`src/rtl/pixel_writer_if.sv`:
```
// Bundles the line-generator pixel stream and the SRAM write port of pixel_writer.
// slave is the writer's view; master is the view of whatever drives it.
interface pixel_writer_if;
  logic [18:0] pix_addr;
  logic        pix_valid;
  logic        line_done;
  logic [7:0]  color;
  logic        stop;
  logic [18:0] mem_addr;
  logic [7:0]  mem_wdata;
  logic        mem_wen;
  logic        mem_ack;
  logic        write_done;
  logic [7:0]  drop_count;

  modport slave (
    input  pix_addr, pix_valid, line_done, color, mem_ack,
    output stop, mem_addr, mem_wdata, mem_wen, write_done, drop_count
  );

  modport master (
    output pix_addr, pix_valid, line_done, color, mem_ack,
    input  stop, mem_addr, mem_wdata, mem_wen, write_done, drop_count
  );
endinterface

```
`src/rtl/pixel_writer.sv`:
```
// Buffers line-generator pixels in a FIFO and drains them to SRAM with req/ack writes,
// throttling the generator with stop and flagging when a finished line is fully committed.
module pixel_writer #(
  parameter int DEPTH        = 8,
  parameter int AFULL_MARGIN = 2,
  parameter int MAX_ADDR     = 307199
) (
  input  logic          clk,
  input  logic          rst,
  pixel_writer_if.slave bus
);
  localparam int AW = $clog2(DEPTH);
  localparam int CW = AW + 1;

  typedef struct packed {
    logic [18:0] addr;
    logic [7:0]  color;
  } pix_entry_t;

  typedef enum logic {S_IDLE, S_WRITE} state_t;

  state_t        r_state, w_state_nxt;
  pix_entry_t    r_mem [DEPTH];
  logic [AW-1:0] r_wptr, r_rptr;
  logic [CW-1:0] r_count, w_count_nxt;
  logic          r_stop, r_pending;
  logic [18:0]   r_addr;
  logic [7:0]    r_wdata, r_drop;
  logic          w_in_range, w_full, w_empty, w_load, w_push, w_drop, w_done;

  assign w_in_range  = bus.pix_addr <= 19'(MAX_ADDR);
  assign w_full      = r_count == CW'(DEPTH);
  assign w_empty     = r_count == '0;
  // A pop on the same edge frees a slot, so a full FIFO can still take a pixel.
  assign w_push      = bus.pix_valid && w_in_range && (!w_full || w_load);
  assign w_drop      = bus.pix_valid && !w_push;
  assign w_count_nxt = r_count + CW'(w_push) - CW'(w_load);
  assign w_done      = r_pending && w_empty && (r_state == S_IDLE);

  always_comb begin
    w_state_nxt = r_state;
    w_load      = 1'b0;
    case (r_state)
      S_IDLE: begin
        if (!w_empty) begin
          w_load      = 1'b1;
          w_state_nxt = S_WRITE;
        end
      end
      S_WRITE: begin
        if (bus.mem_ack) begin
          if (!w_empty) w_load      = 1'b1;
          else          w_state_nxt = S_IDLE;
        end
      end
      default: w_state_nxt = S_IDLE;
    endcase
  end

  always_ff @(posedge clk) begin
    if (rst) r_state <= S_IDLE;
    else     r_state <= w_state_nxt;
  end

  always_ff @(posedge clk) begin
    if (w_push) r_mem[r_wptr] <= '{addr: bus.pix_addr, color: bus.color};
  end

  always_ff @(posedge clk) begin
    if (rst) begin
      r_wptr    <= '0;
      r_rptr    <= '0;
      r_count   <= '0;
      r_stop    <= 1'b0;
      r_pending <= 1'b0;
      r_addr    <= '0;
      r_wdata   <= '0;
      r_drop    <= '0;
    end else begin
      if (w_push) r_wptr <= r_wptr + AW'(1);
      if (w_load) begin
        r_addr  <= r_mem[r_rptr].addr;
        r_wdata <= r_mem[r_rptr].color;
        r_rptr  <= r_rptr + AW'(1);
      end
      r_count <= w_count_nxt;
      r_stop  <= w_count_nxt >= CW'(DEPTH - AFULL_MARGIN);
      if (w_drop && r_drop != 8'hFF) r_drop <= r_drop + 8'd1;
      // line_done arriving on the completion edge is folded into the line just reported.
      r_pending <= w_done ? 1'b0 : (r_pending || bus.line_done);
    end
  end

  assign bus.stop       = r_stop;
  assign bus.mem_addr   = r_addr;
  assign bus.mem_wdata  = r_wdata;
  assign bus.mem_wen    = (r_state == S_WRITE);
  assign bus.write_done = w_done;
  assign bus.drop_count = r_drop;
endmodule

```
`src/flat_wrapper.sv`:
```
// flat-port wrapper written by rule: the top's interface ports become plain ports
module pixel_writer_flat 
#(
  parameter int DEPTH        = 8,
  parameter int AFULL_MARGIN = 2,
  parameter int MAX_ADDR     = 307199
)
  (clk, rst, bus_pix_addr, bus_pix_valid, bus_line_done, bus_color, bus_mem_ack, bus_stop, bus_mem_addr, bus_mem_wdata, bus_mem_wen, bus_write_done, bus_drop_count);
  pixel_writer_if bus_i ();
  input  logic clk;
  input  logic rst;
  input wire logic [$bits(bus_i.pix_addr)-1:0] bus_pix_addr;
  input wire logic [$bits(bus_i.pix_valid)-1:0] bus_pix_valid;
  input wire logic [$bits(bus_i.line_done)-1:0] bus_line_done;
  input wire logic [$bits(bus_i.color)-1:0] bus_color;
  input wire logic [$bits(bus_i.mem_ack)-1:0] bus_mem_ack;
  output wire logic [$bits(bus_i.stop)-1:0] bus_stop;
  output wire logic [$bits(bus_i.mem_addr)-1:0] bus_mem_addr;
  output wire logic [$bits(bus_i.mem_wdata)-1:0] bus_mem_wdata;
  output wire logic [$bits(bus_i.mem_wen)-1:0] bus_mem_wen;
  output wire logic [$bits(bus_i.write_done)-1:0] bus_write_done;
  output wire logic [$bits(bus_i.drop_count)-1:0] bus_drop_count;
  assign bus_i.pix_addr = bus_pix_addr;
  assign bus_i.pix_valid = bus_pix_valid;
  assign bus_i.line_done = bus_line_done;
  assign bus_i.color = bus_color;
  assign bus_i.mem_ack = bus_mem_ack;
  assign bus_stop = bus_i.stop;
  assign bus_mem_addr = bus_i.mem_addr;
  assign bus_mem_wdata = bus_i.mem_wdata;
  assign bus_mem_wen = bus_i.mem_wen;
  assign bus_write_done = bus_i.write_done;
  assign bus_drop_count = bus_i.drop_count;
  pixel_writer #(.DEPTH(DEPTH), .AFULL_MARGIN(AFULL_MARGIN), .MAX_ADDR(MAX_ADDR)) u_core (.clk(clk), .rst(rst), .bus(bus_i));
endmodule
```
`config.mk`:
```
export PLATFORM = sky130hd
export DESIGN_NAME = pixel_writer_flat
export DESIGN_NICKNAME = d
export VERILOG_FILES = /design/src/rtl/pixel_writer_if.sv /design/src/rtl/pixel_writer.sv /design/src/flat_wrapper.sv
export SDC_FILE = /design/constraint.sdc
export NUM_CORES = 1
export LEC_CHECK = 0
export ABC_AREA = 1
export ABC_CLOCK_PERIOD_IN_PS = 3500
export BUFFER_PORTS_ARGS = -buffer_cell sky130_fd_sc_hd__buf_2
export CAP_MARGIN = 20
export CELL_PAD_IN_SITES_DETAIL_PLACEMENT = 1
export CELL_PAD_IN_SITES_GLOBAL_PLACEMENT = 1
export CORE_MARGIN = 2
export CORE_UTILIZATION = 35
export DETAILED_ROUTE_END_ITERATION = 8
export GPL_TIMING_DRIVEN = 0
export PLACE_DENSITY_LB_ADDON = 0.1
export SLEW_MARGIN = 0
export SYNTH_ARGS = -nofsm -noshare
export SYNTH_HDL_FRONTEND = slang
export SYNTH_SLANG_ARGS = --single-unit
```
`constraint.sdc`:
```
create_clock -name clk -period 3.5 [get_ports clk]
set_clock_uncertainty 0.2 [all_clocks]
set_input_delay 0.525 -clock clk [delete_from_list [all_inputs] [get_ports clk]]
set_output_delay 0.525 -clock clk [all_outputs]
set_load 0.005 [all_outputs]
```
Word-level counts from Yosys, hierarchy flattened --
Memory sizes are Yosys's and may differ from the RTL's. A register that Yosys moved wholly into a read port is not among the register bits. Cells that the tools add are included.
Operators by class: equality and inequality tests 2, bitwise gates (word level) 1, reduce and logical (&&, ||, !) cells 12, mux-type cells 7, magnitude comparators 2, add/sub/neg operators 5
Operators with widths (count):
- $le 19x19->1 const B | 1
- $add 8x1->8 const B | 1
- $ne 8x8->1 const B | 1
- $add 3x1->3 const B | 2
- $logic_and 1x1->1 | 6
- $mux 1 | 5
- $add 4x1->4 | 1
- $eq 4x4->1 const B | 1
- $ge 4x3->1 const B | 1
- $logic_not 4->1 | 1
- $pmux 1 s2 | 2
- $sub 4x1->4 | 1
- $logic_not 1->1 | 2
- $logic_or 1x1->1 | 2
- $reduce_or 2->1 | 1
- $not 1->1 | 1
Storage, ports and cells: memories kept 1, logic and storage cells 37, output and inout port bits 38, input bits 32, memory bits (writable) 216, register bits after elaboration 21
Memory list:
- u_core.r_mem | words 8, bits a word 27, rd ports 1, clocked after Yosys merged registers in 1, wr ports 1, RTL line pixel_writer.sv:23 | pix_entry_t r_mem [DEPTH];

Longest topological paths before layout --
Gate-level depths: netlist of run 1.
depth in word-level cells 9, depth in mapped cells 15

Least setup slack after synthesis of run 1 --
No wires, ideal clock.
kind input to register, start in bus_pix_addr[16], end mem u_core.r_mem[0][0] (netlist bit) (enable), path buffers 0, setup time 0.411 ns, arrival time 2.371 ns, slack 0.518 ns, cell stages on the path 6, required time 2.889 ns, cells stage by stage o21ai_0 -> nand2_1 -> nor2_1 -> nand2_2 -> or2_1 -> nor2_1
On the way: longest elaborated chain between the ends 5
RTL lines:
- start: declaration | RTL line flat_wrapper.sv:12 | input wire logic [$bits(bus_i.pix_addr)-1:0] bus_pix_addr;
- $le 19x19->1 | RTL line pixel_writer.sv:31 | assign w_in_range = bus.pix_addr <= 19'(MAX_ADDR);
- $logic_and 1x1->1 (2 in series) | RTL line pixel_writer.sv:35 | assign w_push = bus.pix_valid && w_in_range && (!w_full || w_load);
- $mux 1 | RTL line pixel_writer.sv:66 | if (w_push) r_mem[r_wptr] <= '{addr: bus.pix_addr, color: bus.color};
- $mux 1 (implied by the code) | RTL line pixel_writer.sv:66
- end: declaration | RTL line pixel_writer.sv:23
No other way between the ends.

Worst setup path after layout of run 1 --
start reg u_core.r_count[2], end reg u_core.r_stop, in the netlist u_core.bus.stop
On the way: longest elaborated chain between the ends 9, elaborated cells between the ends (all ways) 11
RTL lines:
- start: declaration | RTL line pixel_writer.sv:25 | logic [CW-1:0] r_count, w_count_nxt;
- start signal: assignment | RTL line pixel_writer.sv:86 | r_count <= w_count_nxt;
- $logic_not 4->1 | RTL line pixel_writer.sv:33 | assign w_empty = r_count == '0;
- $mux 1 | RTL line pixel_writer.sv:45, pixel_writer.sv:52
- $mux 1 | RTL line pixel_writer.sv:51 | if (bus.mem_ack) begin
- $pmux 1 s2 | RTL line pixel_writer.sv:43 | case (r_state)
- $logic_or 1x1->1 | RTL line pixel_writer.sv:35
- $logic_and 1x1->1 | RTL line pixel_writer.sv:35
- $add 4x1->4 | RTL line pixel_writer.sv:37 | assign w_count_nxt = r_count + CW'(w_push) - CW'(w_load);
- $sub 4x1->4 * | RTL line pixel_writer.sv:37
- $ge 4x3->1 * | RTL line pixel_writer.sv:87 | r_stop <= w_count_nxt >= CW'(DEPTH - AFULL_MARGIN);
- end signal: assignment | RTL line pixel_writer.sv:87
- end: declaration | RTL line pixel_writer.sv:26 | logic r_stop, r_pending;
Every way passes the cells marked *; elsewhere a longest branch is shown, timed or not. A chain may end at the register's enable or synchronous reset.

==> results of run 1 <==
==> placed cells by master, fill, tap and decap left out, types with 4 or more instances in the layout <==
cell type  count
buf_6          5
a21oi_1       40
clkbuf_16     29
nand2_1       36
nor2_1       155
o21ai_0      125
nand3_1       11
o211ai_1      27
clkbuf_8       7
ha_1           9
clkbuf_1      36
inv_1         29
inv_2          4
dfxtp_1       48
edfxtp_1     216
o21ai_1       44
nor2_4         8
buf_16         6
buf_2         82
o22ai_1       27
buf_4          9
==> report_power, final <==
group	internal (mW)	switching (mW)
clock	1.75	1.19
sequential	3.64	0.104
combinational	0.890	1.85
==> per-stage QoR <==
stage                     hold slack, ns  util [%]
final                             0.0278      42.8
after global routing              0.0402      42.8
after CTS                        0.00672      42.8
after detailed placement           0.307      39.6
after global placement             0.288      38.7
after floorplan                    0.264         -
==> cell families after synthesis <==
logic type	after synthesis	share of synthesized area [%]
AO/OA/AOI/OAI	265	13.9
XOR/XNOR	3	0.254
adder cells (fa/ha/maj)	10	1.28
buffers and inverters	84	3.90
flip-flops	264	72.0
AND/OR/NAND/NOR	221	8.59
==> worst max-delay path: stages, from the launching register on <==
cell     delay [ns]
dfxtp_1        0.30
inv_1          0.07
ha_1           0.21
nand3_2        0.12
nand2_4        0.10
inv_1          0.10
buf_4          0.21
buf_2          0.34
ha_1           0.29
inv_1          0.06
ha_1           0.16
inv_1          0.06
fa_1           0.37
xor2_1         0.17
o31ai_1        0.23
==> routing by layer <==
layer  GRT usage, %  vias up  wire [µm]
met5              0        -         11
met4           4.03        2        447
met3           2.51       38       1100
met2           31.8      121      13600
met1           26.2     3464      13700
li1               -     3287          -
==> state kept, by name, summed over array words and instances, names as in the netlist <==
signal / flops
u_core.bus.drop_count: 8
u_core.bus.mem_addr: 19
u_core.bus.mem_wdata: 8
u_core.bus.mem_wen: 1
u_core.bus.stop: 1
u_core.r_count: 4
u_core.r_mem: 216
u_core.r_pending: 1
u_core.r_rptr: 3
u_core.r_wptr: 3
==> final cells by class <==
type                    count  area, µm²
inverters                  33        124
flip-flops and latches    264       7450
repair buffers             77        551
plain buffers              51        279
clock buffers              50        875
well taps                 384        480
fillers                  3080      16500
clock inverters             4       48.8
multi-input cells         499       2550
==> worst min path at each step <==
stage	from	endpoint	cells past startpoint
global route	bus_line_done	u_core.r_pending	3
CTS	bus_line_done	u_core.r_pending	3
global placement	u_core.r_wptr[0]	u_core.r_wptr[0]	2
detailed placement	u_core.r_wptr[0]	u_core.r_wptr[0]	2
floorplan	u_core.r_wptr[0]	u_core.r_wptr[0]	2
finish	bus_line_done	u_core.r_pending	3
==> flow_metrics.tcl, run 1 <==
set metrics [dict create \
    power_density_nw_per_um2 763 \
    crit_arrival_ns 3.33 \
    cp_data_required_time_ns 3.75 \
    ys_seq_area_share_pct 72.0 \
    synth_ff_type "edfxtp_1" \
    worstMarginPinSlew_ns 0.841 \
    worstSetupStartpoint "u_core.r_count[2]" \
    dr.first_iter.drc_count 449 \
    slew_violations 0 \
    routedWlPerCell_um 21.2 \
    drc 0 \
    postSynthAreaPerCell_um2 12.2 \
    r2r_cells 14 \
    synth_cell_types 31 \
    worst_slack_ns 0.418 \
    path_max_fanout 10 \
    core_um2 28900 \
    fin_area_um2 12400 \
    fin_crit_sh_pct 88.1 \
    grt_max_degree 27 \
    report.final.setup_viol 0 \
    num_rows 62 \
    leakage_nw 4.31 \
    maxCapViolCount 0 \
    synth_area_um2 10300 \
    worstSetupEndpointType "register" \
    critPathLaunchType "register" \
    fmaxAchievable_mhz 324 \
    drive_gt1_share_pct 16.6 \
    ant_nets 0 \
    rr_endpoint "u_core.bus.stop" \
    clockBufferDepth 3 \
    worstReg2RegStart "u_core.r_count[2]" \
    ctsResizeCount 0 \
    grt-ovfl-total 0 \
    hpwl_mm 18.8 \
    async_flop_share_pct 0 \
    layout_min_cycle_time_ns 3.08 \
    final_cells 1362 \
    synth_common_cells "edfxtp_1, nor2_1, o21ai_0" \
    synth-edff-count 216 \
    dr.pass1.iters 5 \
    yosysMostFrequentCell "edfxtp_1" \
    synth.largest_area_cell "edfxtp_1" \
    slew_headroom_pct 43.9 \
    numCtsBuffers 29 \
    synth_top_area_share_pct 62.7 \
    diodes 0 \
    grt_pass1_vias 7256 \
    die_y_um 176 \
    wl_mm 28.8 \
    cts_tree "yes" \
    start_util_pct 35.8 \
    gp_congestion 0.741 \
    worstSetupPathType "reg2reg" \
    dieArea_um2 30900 \
    synth_cells 847 \
    status "finished, final reports clean" \
    grt_pass1_wl_mm 43.8 \
    cts_sinks 264 \
    die_w_um 176 \
    dpl-instance-area_um2 11400 \
    clk_pin_slew_ns 0.06 \
    r2r_setup_slack_ns 0.42 \
    ys_ff_latch 264 \
    track_usage_pct 18.9 \
    post-cts-setup-buffer-count 0 \
    syn-num-nets 889 \
    synthTopCellsByArea "edfxtp_1, dfxtp_1, o21ai_0" \
    cts-root-buf "clkbuf_16" \
    pre_cts_ws_ns 0.362 \
    port_buffers 69 \
    ctsHoldBuffers 0 \
    hold_class "in2reg" \
    dp.cells 1308 \
    antenna_found_initial 1 \
    cts-htree-levels 1 \
    routed_via_density 5.07 \
    crit_end "u_core.bus.stop" \
    area_growth_pct 19.5 \
    rsz0062_at_grt "false" \
    ys_warn_count 0 \
    setup_tns_ns 0 \
    clock_latency_ns 0.55 \
    peakVddDrop_v 0.000335 \
    num_io_pins 70 \
    vias 6912 \
    total_power_mw 9.43 \
    hold_viol 0 \
    fin_nets 997 \
]
Power figures use the tool's default switching activity.
==> inputs of run 2 (changes only) <==
--- a/config.mk
+++ b/config.mk
@@ -12,5 +12,5 @@
 export CELL_PAD_IN_SITES_DETAIL_PLACEMENT = 1
 export CELL_PAD_IN_SITES_GLOBAL_PLACEMENT = 1
-export CORE_MARGIN = 2
+export CORE_MARGIN = 3
 export CORE_UTILIZATION = 35
 export DETAILED_ROUTE_END_ITERATION = 8
==> constraint.sdc (replaced) <==
create_clock -name clk -period 3.5 [get_ports clk]
set_clock_uncertainty 0.2 [all_clocks]
set_input_delay 0.35 -clock clk [delete_from_list [all_inputs] [get_ports clk]]
set_output_delay 0.35 -clock clk [all_outputs]
set_load 0.005 [all_outputs]
==> flow_metrics.tcl, run 2 (synthesis results as in run 1) <==
set metrics [dict create \
    worst_slack_ns 0.459 \
    gp_congestion 0.731 \
    layout_min_cycle_time_ns 3.04 \
    grt-ovfl-total 0 \
    multi_input_area_um2 2550 \
    ant_nets 0 \
    fin_nets 1028 \
    dr.first_iter.drc_count 459 \
    worstReg2RegStart "u_core.r_count[2]" \
    crit_arrival_ns 3.29 \
    routed_via_density 4.98 \
    clock_latency_ns 0.55 \
    power_density_nw_per_um2 750 \
    layout_common_cells "edfxtp_1, nor2_1, o21ai_0, buf_2, dfxtp_1" \
    critPathLaunchType "register" \
    path_max_fanout 10 \
    maxCapViolCount 0 \
    hold_viol 0 \
    status "finished, final reports clean" \
    rr_endpoint "u_core.bus.stop" \
    pre_cts_ws_ns 0.428 \
    rsz0062_at_grt "false" \
    port_buffers 69 \
    final_util_pct 43.7 \
    start_util_pct 35.7 \
    dieArea_um2 31600 \
    leakage_nw 4.43 \
    dr.pass1.iters 4 \
    hpwl_mm 18.8 \
    worstSetupStartpoint "u_core.r_count[2]" \
    worstMarginPinSlew_ns 0.880 \
    top_layer "met4" \
    grt_pass1_vias 7337 \
    fmaxAchievable_mhz 329 \
    crit_end "u_core.bus.stop" \
    holdWs_ns 0.0584 \
    cts_tree "yes" \
    worstSetupPathType "reg2reg" \
    clockBufferDepth 3 \
    r2r_cells 14 \
    final_common_cell "edfxtp_1" \
    wl_met1_mm 13.6 \
    numCtsBuffers 30 \
    fin_crit_sh_pct 86.9 \
    hold_class "in2reg" \
    cts-htree-levels 1 \
    num_rows 62 \
    top_register "u_core.r_mem" \
    peakVddDrop_v 0.000409 \
    vias 6944 \
    cp_data_required_time_ns 3.75 \
    cts_sinks 264 \
    report.final.setup_viol 0 \
    slew_violations 0 \
    dp.cells 1308 \
    area_growth_pct 22.2 \
    num_io_pins 70 \
    wl_mm 29.5 \
    drive_gt1_share_pct 16.1 \
    drc 0 \
    r2r_setup_slack_ns 0.46 \
    core_um2 28900 \
    cts-root-buf "clkbuf_16" \
    routedWlPerCell_um 21.2 \
    slew_headroom_pct 41.3 \
    route.met2.wl_mm 13.8 \
    final_cells 1393 \
    grt_max_degree 26 \
    nFillCells 3075 \
    regArea_um2 7450 \
    die_y_um 178 \
    clk_pin_slew_ns 0.06 \
    die_w_um 178 \
    route.met3.wl_mm 1.43 \
    post-cts-setup-buffer-count 0 \
    track_usage_pct 18.9 \
    antenna_found_initial 1 \
    grt_pass1_wl_mm 44.7 \
    largest_reg_flops 216 \
    worstSetupEndpointType "register" \
]
[run 2: report_power, final]
part           switching [mW]  internal (mW)  total (mW)
logic                    1.90          0.911        2.81
clock network            1.21           1.72        2.93
registers               0.104           3.64        3.74
total                    3.21           6.27        9.48
[run 2: layer usage]
layer	track usage, %	up-vias
li1	-	3340
met1	26.7	3426
met2	30.8	136
met3	2.67	42
met4	4.52	0
met5	0	-
[run 2: timing repair]
item,CTS,global route
hold buffers,30,0
hold endpoints to repair,223,0
resized for setup,0,0
[run 2: metrics by stage]
step	instance area, µm²	power (mW)	TNS (ns)
floorplan	10300	5.46	0
global placement	11200	6.57	-202.10
detailed placement	11400	6.62	0
CTS	12600	9.60	0
global route	12600	10.1	0
finish	12600	9.48	0
[run 2: worst max-delay path, stage by stage, from the launching register on]
cell     delay, ns
dfxtp_1       0.30
inv_1         0.07
ha_1          0.21
nand3_2       0.12
nand2_4       0.10
inv_1         0.10
buf_4         0.20
buf_2         0.33
ha_1          0.30
inv_1         0.06
ha_1          0.16
inv_1         0.05
fa_1          0.37
xor2_1        0.17
o31ai_1       0.21
[run 2: how the worst min path moves through the flow]
stage,startpoint,end,cells past startpoint
detailed placement,u_core.r_wptr[0],u_core.r_wptr[0],2
global route,bus_pix_valid,u_core.bus.drop_count[2],6
finish,bus_mem_ack,u_core.bus.mem_wen,6
global placement,u_core.r_pending,u_core.r_pending,2
floorplan,rst,u_core.r_wptr[0],1
CTS,bus_mem_ack,u_core.bus.mem_wen,6
[run 2: final cells by class]
class                      instances  share of cell area, %
clock inverter                    12                  0.644
tap                              384                   3.80
buffer                            51                   2.21
sequential                       264                   58.9
inverter                          33                  0.980
clock buffer                      42                   6.62
multi-input combinational        499                   20.2
timing repair buffer             107                   6.61
antenna                            1                 0.0198
==> inputs of run 3 (changes only) <==
Settings changed: ABC_AREA 1 to default.
==> flow_metrics.tcl, run 3 <==
set metrics [dict create \
    clockBufferDepth 3 \
    fin_crit_sh_pct 92.8 \
    postSynthAreaPerCell_um2 18.7 \
    cts-root-buf "clkbuf_16" \
    num_io_pins 70 \
    worstMarginPinSlew_ns 0.789 \
    pre_cts_ws_ns -0.137 \
    worstSetupPathType "in2reg" \
    hold_path.startpoint "bus_pix_valid" \
    routedWlPerCell_um 22.5 \
    maxCapViolCount 0 \
    crit_arrival_ns 3.31 \
    antenna_found_initial 0 \
    slew_violations 0 \
    cts-htree-levels 1 \
    area_growth_pct 22.6 \
    power_density_nw_per_um2 713 \
    wl_mm 24.6 \
    top_register "u_core.r_mem" \
    synth-edff-count 216 \
    die_y_um 177 \
    synth_ff_type "edfxtp_1" \
    ys_warn_count 0 \
    ant_nets 0 \
    leakage_nw 4.22 \
    cp_data_required_time_ns 3.56 \
    synth.largest_area_cell "edfxtp_1" \
    grt_pass1_vias 6019 \
    clock_latency_ns 0.55 \
    worstReg2RegStart "u_core.r_count[2]" \
    layout_min_cycle_time_ns 3.25 \
    worst_slack_ns 0.253 \
    gp_congestion 0.731 \
    r2r_cells 12 \
    drive_gt1_share_pct 30.8 \
    ys_seq_area_share_pct 73.0 \
    vias 5511 \
    core_um2 28200 \
    synthTopCellsByArea "edfxtp_1, mux4_2, dfxtp_1" \
    diodes 0 \
    worstSetupEndpointType "register" \
    report.final.setup_viol 0 \
    worstSetupStartpoint "bus_pix_addr[15]" \
    largest_reg_flops 216 \
    hpwl_mm 16.0 \
    track_usage_pct 15.9 \
    hold_path_depth 3 \
    grt-ovfl-total 0 \
    die_w_um 177 \
    dr.first_iter.drc_count 348 \
    ctsResizeCount 0 \
    synth_common_cells "edfxtp_1, mux4_2, dfxtp_1" \
    status "finished, final reports clean" \
    post-cts-setup-buffer-count 0 \
    cts_tree "yes" \
    final_util_pct 44.3 \
    nFillCells 2732 \
    critPathLaunchType "input port" \
    grt_pass1_wl_mm 37.1 \
    clk_pin_slew_ns 0.06 \
    synth_cells 547 \
    holdWs_ns 0.0688 \
    port_buffers 67 \
    final_common_cell "edfxtp_1" \
    drc 0 \
    dr.pass1.iters 4 \
    synth_cell_types 45 \
    rsz0062_at_grt "false" \
    start_util_pct 36.1 \
    hold_class "in2reg" \
    grt_max_degree 22 \
    numCtsBuffers 29 \
    slew_headroom_pct 47.0 \
    fmaxAchievable_mhz 308 \
    routed_via_density 5.04 \
    fin_nets 734 \
    layout_common_cells "edfxtp_1, buf_2, mux4_2, dfxtp_1, nor2_1" \
    dieArea_um2 31200 \
    ys_ff_latch 264 \
    num_rows 61 \
    synth_top_area_share_pct 63.5 \
    cts_sinks 264 \
    syn-num-nets 589 \
    peakVddDrop_v 0.000402 \
    hold_viol 0 \
    synth_area_um2 10200 \
    setup_tns_ns 0 \
    async_flop_share_pct 0 \
    path_max_fanout 12 \
    yosysMostFrequentCell "edfxtp_1" \
]
-- run 3: area by class of cell --
class / count / area [µm²] / share of cell area (%)
repair buffers: 115 / 886 / 7.08
clock inverters: 19 / 131 / 1.05
plain buffers: 29 / 168 / 1.34
inverters: 11 / 41.3 / 0.330
multi-input cells: 242 / 2610 / 20.9
clock buffers: 35 / 758 / 6.06
flip-flops and latches: 264 / 7450 / 59.5
well taps: 378 / 473 / 3.78
-- run 3: timing repair --
item,4_1_cts,5_1_grt
hold buffers,29,0
setup endpoints to repair,1,0
hold endpoints to repair,218,0
-- run 3: final timing paths --
check | end | slack (ns)
min reg2reg | u_core.bus.mem_wdata[2] | 0.30
max | u_core.r_mem[4][8] | 0.25
min | u_core.r_wptr[1] | 0.07
max reg2reg | u_core.bus.stop | 0.34
-- run 3: report_power, final --
part           internal (mW)  switching [mW]  leakage (nW)
sequential              3.67           0.156          2.35
combinational           1.05            1.20          1.44
clock                   1.62            1.24         0.439
-- run 3: per-stage QoR --
stage / instance area [µm²] / total power [mW] / instances
2_1_floorplan: 10200 / 5.36 / 547
3_3_place_gp: 11000 / 6.12 / 992
3_5_place_dp: 11300 / 6.20 / 1011
4_1_cts: 12500 / 9.09 / 1093
5_1_grt: 12500 / 9.42 / 1093
6_report: 12500 / 8.93 / 1093
-- run 3: kinds of logic after synthesis --
family	share of synthesized area, %
AOI/OAI and AO/OA	3.81
DFF	73.0
buffers and inverters	2.08
and+or+nand+nor	3.97
adders and majority gates	1.30
muxes	15.5
xor gates and xnor gates	0.343
-- run 3: critical path, stage by stage --
cell and delay [ns]:
dlygate4sd3_1 0.54, buf_2 0.18, a211o_1 0.36, o21ai_2 0.20
buf_2 0.25, nand4_1 0.39, nor3_4 0.58, buf_8 0.27
buf_16 0.17
-- run 3: routing by layer --
metal	part of all wire (%)	global-route usage (%)
met5	0	0
met4	1.8	3.63
met3	4.7	2.77
met2	50	27.9
met1	44	20.7
